<file path="src/rtl/mips_pkg.sv">
// Shared constants for the MIPS core front end:
// opcode values, fetch FSM encoding and PC step.
package mips_pkg;

  localparam logic [5:0] ALU_R      = 6'h00;
  localparam logic [5:0] JUMP       = 6'h02;
  localparam logic [5:0] BRANCH_EQ  = 6'h04;
  localparam logic [5:0] ADDI       = 6'h08;
  localparam logic [5:0] LOAD_WORD  = 6'h23;
  localparam logic [5:0] STORE_WORD = 6'h2B;

  typedef enum logic [1:0] {
    FETCH = 2'd0,
    WAIT  = 2'd1,
    VALID = 2'd2
  } fetch_state_t;

  localparam int unsigned PC_INC = 4;

endpackage

</file>
<file path="src/rtl/instr_fetch_unit_if.sv">
// Fetch-unit bus: instruction memory req/gnt/rvalid side
// plus the valid/ready hand-off towards decode.
interface instr_fetch_unit_if #(
  parameter int unsigned ADDR_W = 32
);

  logic              imem_req;
  logic [ADDR_W-1:0] imem_addr;
  logic              imem_gnt;
  logic              imem_rvalid;
  logic [31:0]       imem_rdata;

  logic              instr_valid;
  logic [31:0]       instr;
  logic [5:0]        opcode;
  logic [ADDR_W-1:0] instr_pc;
  logic              instr_ready;
  logic              jump;

  modport master (
    output imem_req,
    output imem_addr,
    input  imem_gnt,
    input  imem_rvalid,
    input  imem_rdata,
    output instr_valid,
    output instr,
    output opcode,
    output instr_pc,
    input  instr_ready,
    input  jump
  );

  modport slave (
    input  imem_req,
    input  imem_addr,
    output imem_gnt,
    output imem_rvalid,
    output imem_rdata,
    input  instr_valid,
    input  instr,
    input  opcode,
    input  instr_pc,
    output instr_ready,
    output jump
  );

endinterface

</file>
<file path="src/rtl/fetch_pc_next.sv">
// Combinational next-PC select: branch redirect,
// then jump target, else sequential pc4.
module fetch_pc_next
  import mips_pkg::*;
#(
  parameter int unsigned ADDR_W = 32
) (
  input  logic              redirect_valid,
  input  logic [ADDR_W-1:0] redirect_pc,
  input  logic              jump,
  input  logic [25:0]       jump_index,
  input  logic [ADDR_W-1:0] instr_pc,
  output logic [ADDR_W-1:0] next_pc
);

  logic [ADDR_W-1:0] pc4;
  logic [ADDR_W-1:0] jump_pc;
  logic [ADDR_W-1:0] branch_pc;

  assign pc4       = instr_pc + ADDR_W'(PC_INC);
  assign jump_pc   = {pc4[ADDR_W-1:28], jump_index, 2'b00};
  // Word-align the branch target; low bits are don't-care.
  assign branch_pc = redirect_pc & ~ADDR_W'(3);

  always_comb begin
    next_pc = pc4;
    unique case (1'b1)
      redirect_valid:            next_pc = branch_pc;
      (!redirect_valid && jump): next_pc = jump_pc;
      default:                   next_pc = pc4;
    endcase
  end

endmodule

</file>
<file path="src/rtl/instr_fetch_unit.sv">
// Instruction fetch stage: owns the PC, one outstanding
// imem read, single-entry buffer towards decode.
module instr_fetch_unit
  import mips_pkg::*;
#(
  parameter int unsigned       ADDR_W   = 32,
  parameter logic [ADDR_W-1:0] RESET_PC = '0
) (
  input  logic                clk,
  input  logic                rst,
  instr_fetch_unit_if.master  io,
  input  logic                redirect_valid,
  input  logic [ADDR_W-1:0]   redirect_pc
);

  fetch_state_t      state;
  logic [ADDR_W-1:0] pc;
  logic [ADDR_W-1:0] instr_pc_q;
  logic [ADDR_W-1:0] next_pc;
  logic [31:0]       instr_q;
  logic              squash;
  logic              req_q;
  logic              valid_q;
  logic              handshake;
  logic              pc_load;

  assign handshake = valid_q && io.instr_ready;
  assign pc_load   = redirect_valid || handshake;

  assign io.imem_req    = req_q;
  assign io.imem_addr   = pc;
  assign io.instr_valid = valid_q;
  assign io.instr       = instr_q;
  assign io.opcode      = instr_q[31:26];
  assign io.instr_pc    = instr_pc_q;

  fetch_pc_next #(
    .ADDR_W(ADDR_W)
  ) u_pc_next (
    .redirect_valid(redirect_valid),
    .redirect_pc   (redirect_pc),
    .jump          (io.jump && valid_q),
    .jump_index    (instr_q[25:0]),
    .instr_pc      (instr_pc_q),
    .next_pc       (next_pc)
  );

  // req_q/valid_q mirror FETCH/VALID but stay low in reset.
  always_ff @(posedge clk) begin
    if (rst) begin
      state      <= FETCH;
      pc         <= RESET_PC;
      squash     <= 1'b0;
      instr_q    <= '0;
      instr_pc_q <= '0;
      req_q      <= 1'b0;
      valid_q    <= 1'b0;
    end else begin
      if (pc_load) begin
        pc <= next_pc;
      end
      unique case (state)
        FETCH: begin
          if (req_q && io.imem_gnt) begin
            state  <= WAIT;
            req_q  <= 1'b0;
            squash <= redirect_valid;
          end else begin
            req_q <= 1'b1;
          end
        end
        WAIT: begin
          if (io.imem_rvalid) begin
            if (squash || redirect_valid) begin
              state  <= FETCH;
              squash <= 1'b0;
              req_q  <= 1'b1;
            end else begin
              state      <= VALID;
              valid_q    <= 1'b1;
              instr_q    <= io.imem_rdata;
              instr_pc_q <= pc;
            end
          end else if (redirect_valid) begin
            squash <= 1'b1;
          end
        end
        VALID: begin
          if (redirect_valid || io.instr_ready) begin
            state   <= FETCH;
            valid_q <= 1'b0;
            req_q   <= 1'b1;
          end
        end
        default: begin
          state   <= FETCH;
          squash  <= 1'b0;
          valid_q <= 1'b0;
          req_q   <= 1'b1;
        end
      endcase
    end
  end

endmodule

</file>
<file path="src/flat_wrapper.sv">
// flat-port wrapper written by rule: the top's interface ports become plain ports
module instr_fetch_unit_flat import mips_pkg::*;
#(
  parameter int unsigned       ADDR_W   = 32,
  parameter logic [ADDR_W-1:0] RESET_PC = '0
)
  (clk, rst, redirect_valid, redirect_pc, io_imem_req, io_imem_addr, io_imem_gnt, io_imem_rvalid, io_imem_rdata, io_instr_valid, io_instr, io_opcode, io_instr_pc, io_instr_ready, io_jump);
  instr_fetch_unit_if #(.ADDR_W(ADDR_W)) io_i ();
  input  logic clk;
  input  logic rst;
  input  logic redirect_valid;
  input  logic [ADDR_W-1:0] redirect_pc;
  output wire logic [$bits(io_i.imem_req)-1:0] io_imem_req;
  output wire logic [$bits(io_i.imem_addr)-1:0] io_imem_addr;
  input wire logic [$bits(io_i.imem_gnt)-1:0] io_imem_gnt;
  input wire logic [$bits(io_i.imem_rvalid)-1:0] io_imem_rvalid;
  input wire logic [$bits(io_i.imem_rdata)-1:0] io_imem_rdata;
  output wire logic [$bits(io_i.instr_valid)-1:0] io_instr_valid;
  output wire logic [$bits(io_i.instr)-1:0] io_instr;
  output wire logic [$bits(io_i.opcode)-1:0] io_opcode;
  output wire logic [$bits(io_i.instr_pc)-1:0] io_instr_pc;
  input wire logic [$bits(io_i.instr_ready)-1:0] io_instr_ready;
  input wire logic [$bits(io_i.jump)-1:0] io_jump;
  assign io_imem_req = io_i.imem_req;
  assign io_imem_addr = io_i.imem_addr;
  assign io_i.imem_gnt = io_imem_gnt;
  assign io_i.imem_rvalid = io_imem_rvalid;
  assign io_i.imem_rdata = io_imem_rdata;
  assign io_instr_valid = io_i.instr_valid;
  assign io_instr = io_i.instr;
  assign io_opcode = io_i.opcode;
  assign io_instr_pc = io_i.instr_pc;
  assign io_i.instr_ready = io_instr_ready;
  assign io_i.jump = io_jump;
  instr_fetch_unit #(.ADDR_W(ADDR_W), .RESET_PC(RESET_PC)) u_core (.clk(clk), .rst(rst), .io(io_i), .redirect_valid(redirect_valid), .redirect_pc(redirect_pc));
endmodule
</file>
<file path="config.mk">
export PLATFORM = sky130hd
export DESIGN_NAME = instr_fetch_unit_flat
export DESIGN_NICKNAME = d
export VERILOG_FILES = /design/src/rtl/mips_pkg.sv /design/src/rtl/instr_fetch_unit_if.sv /design/src/rtl/fetch_pc_next.sv /design/src/rtl/instr_fetch_unit.sv /design/src/flat_wrapper.sv
export SDC_FILE = /design/constraint.sdc
export NUM_CORES = 1
export LEC_CHECK = 0
export BUFFER_PORTS_ARGS = -buffer_cell sky130_fd_sc_hd__buf_2
export CELL_PAD_IN_SITES_DETAIL_PLACEMENT = 0
export CELL_PAD_IN_SITES_GLOBAL_PLACEMENT = 1
export CORE_AREA = 2 2 127 116
export DETAILED_ROUTE_END_ITERATION = 8
export DIE_AREA = 0 0 129 118
export PLACE_DENSITY_LB_ADDON = 0.1
export SYNTH_ARGS = -nofsm -noshare
export SYNTH_HDL_FRONTEND = slang
export SYNTH_HIERARCHICAL = 1
export SYNTH_SLANG_ARGS = --single-unit
</file>
<file path="constraint.sdc">
create_clock -name clk -period 5.6 [get_ports clk]
set_clock_uncertainty 0.15 [all_clocks]
set_input_delay 1.12 -clock clk [delete_from_list [all_inputs] [get_ports clk]]
set_output_delay 1.12 -clock clk [all_outputs]
set_load 0.05 [all_outputs]
</file>
* Word level (Yosys, flattened, before mapping)
Cells that the tools add are included.
** Word-level totals
- Bits in registers :: 101
- Bits in latches :: 0
- Bits in writable memories :: 0
- ROM bits :: 0
- Input port bits :: 71
- Output and inout bits :: 104
- Word-level logic and storage cells :: 54
- Memories :: 0
** Operators by class
- $add $sub $neg :: 1
- $mul :: 0
- Div/mod/pow operators :: 0
- Magnitude comparators :: 0
- Equal/unequal tests :: 9
- Shifts and indexed selects :: 0
- Muxes and demuxes :: 20
- Bitwise gates (word level) :: 3
- Reduce and logical (&&, ||, !) cells :: 14
** Operators with widths (number)
- $pmux W32 S2 :: 1
- $add A32 B3 Y32 const B :: 1
- $mux W1 :: 11
- $pmux W1 S3 :: 3
- $reduce_and A3 Y1 :: 3
- $mux W2 :: 4
- $reduce_and A4 Y1 :: 2
- $ne A2 B1 Y1 const B :: 3
- $pmux W2 S3 :: 1
- $logic_and A1 B1 Y1 :: 4
- $ne A2 B2 Y1 const B :: 2
- $logic_or A1 B1 Y1 :: 3
- $ne A3 B2 Y1 const B :: 1
- $ne A3 B3 Y1 const B :: 1
- $not A1 Y1 :: 3
- $eq A2 B1 Y1 const B :: 1
- $eq A2 B2 Y1 const B :: 1
- $logic_not A2 Y1 :: 1
- $logic_not A1 Y1 :: 1

* Logic depth before layout (Yosys ltp)
- Depth after elaboration :: 4
- Mapped depth :: 9
- Mapped depth without buffers :: 8

* Hierarchy
The synthesis kept the hierarchy.
** Modules (own cells, without submodules)
- instr_fetch_unit :: instances 1, cells each 455, area an instance 4340.4 um^2, seq. area each 2021.9 um^2
- fetch_pc_next :: instances 1, cells each 177, area an instance 1127.3 um^2, seq. area each 0.0 um^2

* Worst setup path after synthesis
No wires, ideal clock.
- Path kind :: input to register
- Start point :: input io_jump
- End point :: register u_core.pc[22] (netlist: u_core/io.imem_addr[22])
- Library setup time :: 0.070 ns
- Arrival time :: 2.306 ns
- Data required time :: 5.380 ns
- Setup slack :: 3.074 ns
- Cell stages on the path :: 7
- Buffers on the path :: 0
- Cells stage by stage :: and2_1 clkinv_1 nor2_1 a22oi_1 o21ai_1 nand2_1 a21oi_1
** Between the ends
- Cells in the longest elaborated chain, start to end :: 3
** Ends and longest elaborated chain
- from (decl) :: RTL line flat_wrapper.sv:23 : input wire logic [$bits(io_i.jump)-1:0] io_jump;
- $logic_and A1 B1 Y1 :: RTL line instr_fetch_unit.sv:42 : .jump (io.jump && valid_q),
- $logic_and A1 B1 Y1 :: RTL line fetch_pc_next.sv:29 : (!redirect_valid && jump): next_pc = jump_pc;
- $pmux W32 S2 :: RTL line fetch_pc_next.sv:27 : unique case (1'b1)
- via u_core.next_pc[22] :: RTL line instr_fetch_unit.sv:19 : logic [ADDR_W-1:0] next_pc;
- to (signal assigned) :: RTL line instr_fetch_unit.sv:60 : pc <= next_pc;
- to (decl) :: RTL line instr_fetch_unit.sv:17 : logic [ADDR_W-1:0] pc;
The timed path passes the listed nets, and every way through them passes these cells.
A chain may end at the register's enable or synchronous reset.

* Final worst setup path
- Start point :: input io_jump
- End point :: register u_core.pc[26] (netlist: u_core/io.imem_addr[26])
Same word-level chain as after synthesis.

==> results.sh <==
export IMPL_die_height_um=118
export IMPL_holdPathStages=2
export IMPL_synth_async_sr_flop_share=0
export IMPL_clkLatencyLatePin_ns=0.35
export IMPL_area_of_all_sequential_standard_cells_mm2=0.002022
export IMPL_synthesis_area_mm2=0.005468
export IMPL_synthToLayoutAreaGrowth_pct=21.46
export IMPL_clock_tree_buffer_depth=2
export IMPL_final_period_minus_worst_setup_slack_ns=3.268
export IMPL_n_fill_cell=1413
export IMPL_vias=4746
export IMPL_layout_worst_path_cycle_share=0.5835
export IMPL_timing_hold_worst_start="u_core/io.imem_addr[31]"
export IMPL_cellLeakagePower_nw=2.684
export IMPL_cts_tree="done"
export IMPL_final_hold_viol_count=0
export IMPL_detail_route_wl_per_cell_um=15.82
export IMPL_critPathRequiredTime_ns=5.73
export IMPL_multi_input_area_mm2=0.003107
export IMPL_startpoint="io_jump"
export IMPL_synthesis_nets=704
export IMPL_ys_types=49
export IMPL_end_kind="flop"
export IMPL_grt_max_degree=104
export IMPL_yosys_top_cells_area="sky130_fd_sc_hd__dfxtp_1 (37%), sky130_fd_sc_hd__nand2b_1 (15%), sky130_fd_sc_hd__mux2i_1 (12%)"
export IMPL_cts_buffer_count=9
export IMPL_grt_pass1_vias=4542
export IMPL_setup_violations_final=0
export IMPL_globalRouteTotalUtil=0.2007
export IMPL_cts_hold_fix_buffers=0
export IMPL_routability_congestion_estimate=0.7994
export IMPL_ctsResizeCount=0
export IMPL_drt_iter0_markers=232
export IMPL_post_route_cells_drive_above_1_share=0.2699
export IMPL_setup_repair_bufs_after_cts=0
export IMPL_synthMostInstantiatedCell="sky130_fd_sc_hd__nand2b_1"
export IMPL_worst_slew_margin_rel=0.2602
export IMPL_register_to_register_path_depth=7
export IMPL_floorplan_die_area_mm2=0.01522
export IMPL_route_detailed_vias_per_inst=4.883
export IMPL_maxSlewViolCount=0
export IMPL_critical_path_cell_chain="buf_2 > and2_1 > clkinv_1 > nor2_1 > a22oi_1 > o21ai_1 > nand2_1 > a21oi_1"
export IMPL_detail_route_wirelength_um=15380
export IMPL_critical_path_max_stage_delay_ns=0.72
export IMPL_worst_slew_pin_transition_ns=1.107
export IMPL_syn_area_per_cell_um2=8.651
export IMPL_global_route_usage_met1=0.2694
export IMPL_fp_coreArea_mm2=0.01390
export IMPL_ys_warnings_count=6
export IMPL_timing_rr_start="u_core/io.instr_valid"
export IMPL_worst_slack_ns=2.332
export IMPL_initial_utilization=0.3933
export IMPL_power_density_mw_per_mm2=251.9
export IMPL_grt_antenna_before_repair=1
export IMPL_timing_setup_critical_path_class="in2reg"
export IMPL_synthesis_instances=632
export IMPL_yosysTopAreaCell="sky130_fd_sc_hd__dfxtp_1"
export IMPL_total_neg_setup_slack_ns=0
export IMPL_irDropWorstVdd_v=0.0001393
export IMPL_ant_nets=0
export IMPL_library_cell_used_as_clock_root_buffer="sky130_fd_sc_hd__clkbuf_16"
export IMPL_drt_drc=0
export IMPL_num_rows=41
export IMPL_synth_top_cell_area_share=0.3698
export IMPL_grt_first_pass_wirelength_um=24210
export IMPL_finish_net_count=845
export IMPL_globalRoute_busiestLayer="met2"
export IMPL_synth_enable_flop_cells=0
export IMPL_clock_sinks=101
export IMPL_io_pin_count=175
export IMPL_dp_final_hpwl_um=10580
export IMPL_met3_usage=0.06227
export IMPL_die_w_um=129
export IMPL_ys_seq_elements=101
export IMPL_grtUsageMet2=0.3115
export IMPL_numPortBuffers=172
export IMPL_timing_critical_path_from_type="input port"
export IMPL_slowest_stage="sky130_fd_sc_hd__nor2_1"
export IMPL_post_place_ws_ns=1.896
export IMPL_globalRoute_totalOverflow=0
export IMPL_critical_path_max_fanout=15
export IMPL_synth_common_cells="sky130_fd_sc_hd__nand2b_1 (129), sky130_fd_sc_hd__dfxtp_1 (101), sky130_fd_sc_hd__nand2_1 (90)"
export IMPL_detail_route_first_pass_iterations=4
export IMPL_drv_cap=0
export IMPL_synth_yosys_seq_area_share=0.3698
export IMPL_rsz_0062_raised_after_global_routing="no"
export IMPL_clkSlewWorstSetupHoldPaths_ns=0.07
export IMPL_worst_endpoint_arrival_ns=3.39
export IMPL_synth_ff_type="sky130_fd_sc_hd__dfxtp_1"
export IMPL_htree_levels=3
export IMPL_fmax_ghz=0.3060
export IMPL_hold_path_class="reg2reg"
export IMPL_outcome="completed"
worst paths after layout:
| path | end | slack, ns |
|---|---|---|
| worst max-delay path | u_core/io.imem_addr[26] | 2.33 |
| worst min-delay path | u_core/io.imem_addr[31] | 0.32 |
| worst max register to register | u_core/io.imem_addr[26] | 2.70 |
| worst min register to register | u_core/io.imem_addr[31] | 0.32 |
area by class of cell:
cell class                 instances  share of cell area
multi-input combinational        477              0.4678
clock buffer                      12             0.03711
clock inverter                     4             0.01432
timing repair buffer             177              0.1356
inverter                           7            0.003956
antenna                            1           0.0003768
sequential                       101              0.3044
tap                              193             0.03636
cell families after synthesis:
| group | after synthesis | synth area share |
|---|---|---|
| AO/OA/AOI/OAI | 99 | 0.1025 |
| buffers and inverters | 54 | 0.06522 |
| adder cells (fa/ha/maj) | 1 | 0.002288 |
| flip-flops | 101 | 0.3698 |
| AND/OR/NAND/NOR | 281 | 0.2899 |
| multiplexers | 70 | 0.1286 |
| XOR/XNOR | 26 | 0.04165 |
power breakdown:
part | total, mW | switching, mW | internal, mW
clock | 0.729 | 0.280 | 0.449
sequential | 0.747 | 0.0139 | 0.733
combinational | 0.197 | 0.126 | 0.0706
total | 1.67 | 0.420 | 1.25
flip-flops by register name, summed over array words and instances (netlist names):
register,cells
u_core/io.imem_addr,32
u_core/io.instr,32
u_core/io.instr_pc,32
u_core/state,2
u_core/io.imem_req,1
u_core/io.instr_valid,1
u_core/squash,1
per-layer routing:
layer | up-vias | share of wire
met4 | 0 | 0.014
met2 | 120 | 0.45
met1 | 2210 | 0.47
met5 | - | 0
met3 | 16 | 0.065
li1 | 2400 | -
metrics by stage:
| stage | instance area [µm²] | power, mW | utilization | hold WS (ns) | instances |
|---|---|---|---|---|---|
| 2_1_floorplan | 5468 | 0.9018 | - | 0.3396 | 632 |
| 3_3_place_gp | 6297 | 0.9585 | 0.4530 | 0.3011 | 955 |
| 3_5_place_dp | 6297 | 0.9613 | 0.4530 | 0.3108 | 955 |
| 4_1_cts | 6639 | 1.694 | 0.4775 | 0.3183 | 971 |
| 5_1_grt | 6641 | 1.746 | 0.4777 | 0.3401 | 972 |
| 6_report | 6641 | 1.673 | 0.4777 | 0.3195 | 972 |
critical path, delay by kind of cell:
family | cells | cell delay [ns]
AOI/OAI and AO/OA | 3 | 0.45
buffers and inverters | 2 | 0.53
and+or+nand+nor | 3 | 1.29
cell usage in the layout, fill, tap and decap left out, types with 2 or more instances in the layout:
cell / synthesis / final
sky130_fd_sc_hd__a21o_1: 2 / 2
sky130_fd_sc_hd__nor2_1: 8 / 8
sky130_fd_sc_hd__clkbuf_16: 0 / 9
sky130_fd_sc_hd__o21ai_0: 16 / 16
sky130_fd_sc_hd__mux2i_1: 68 / 68
sky130_fd_sc_hd__nand2_1: 90 / 90
sky130_fd_sc_hd__and3_1: 7 / 7
sky130_fd_sc_hd__buf_2: 0 / 171
sky130_fd_sc_hd__nor3_2: 3 / 3
sky130_fd_sc_hd__nor4_2: 2 / 2
sky130_fd_sc_hd__nand2b_1: 129 / 129
sky130_fd_sc_hd__nand4_2: 2 / 2
sky130_fd_sc_hd__inv_1: 5 / 5
sky130_fd_sc_hd__nand4_1: 4 / 4
sky130_fd_sc_hd__a21oi_1: 46 / 45
sky130_fd_sc_hd__and4_1: 4 / 4
sky130_fd_sc_hd__o31ai_1: 3 / 3
sky130_fd_sc_hd__o21ai_1: 11 / 11
sky130_fd_sc_hd__nor3_1: 6 / 6
sky130_fd_sc_hd__xor2_1: 7 / 7
sky130_fd_sc_hd__bufinv_16: 0 / 3
sky130_fd_sc_hd__mux2_2: 2 / 2
sky130_fd_sc_hd__clkbuf_1: 27 / 2
sky130_fd_sc_hd__buf_4: 9 / 6
sky130_fd_sc_hd__dfxtp_1: 101 / 101
sky130_fd_sc_hd__nand3_1: 10 / 10
sky130_fd_sc_hd__o22ai_1: 6 / 6
sky130_fd_sc_hd__a22oi_1: 10 / 10
sky130_fd_sc_hd__clkinv_1: 2 / 2
sky130_fd_sc_hd__and2_1: 4 / 4
sky130_fd_sc_hd__xnor2_1: 19 / 19
Note: power is estimated with default switching activity, not from simulation.
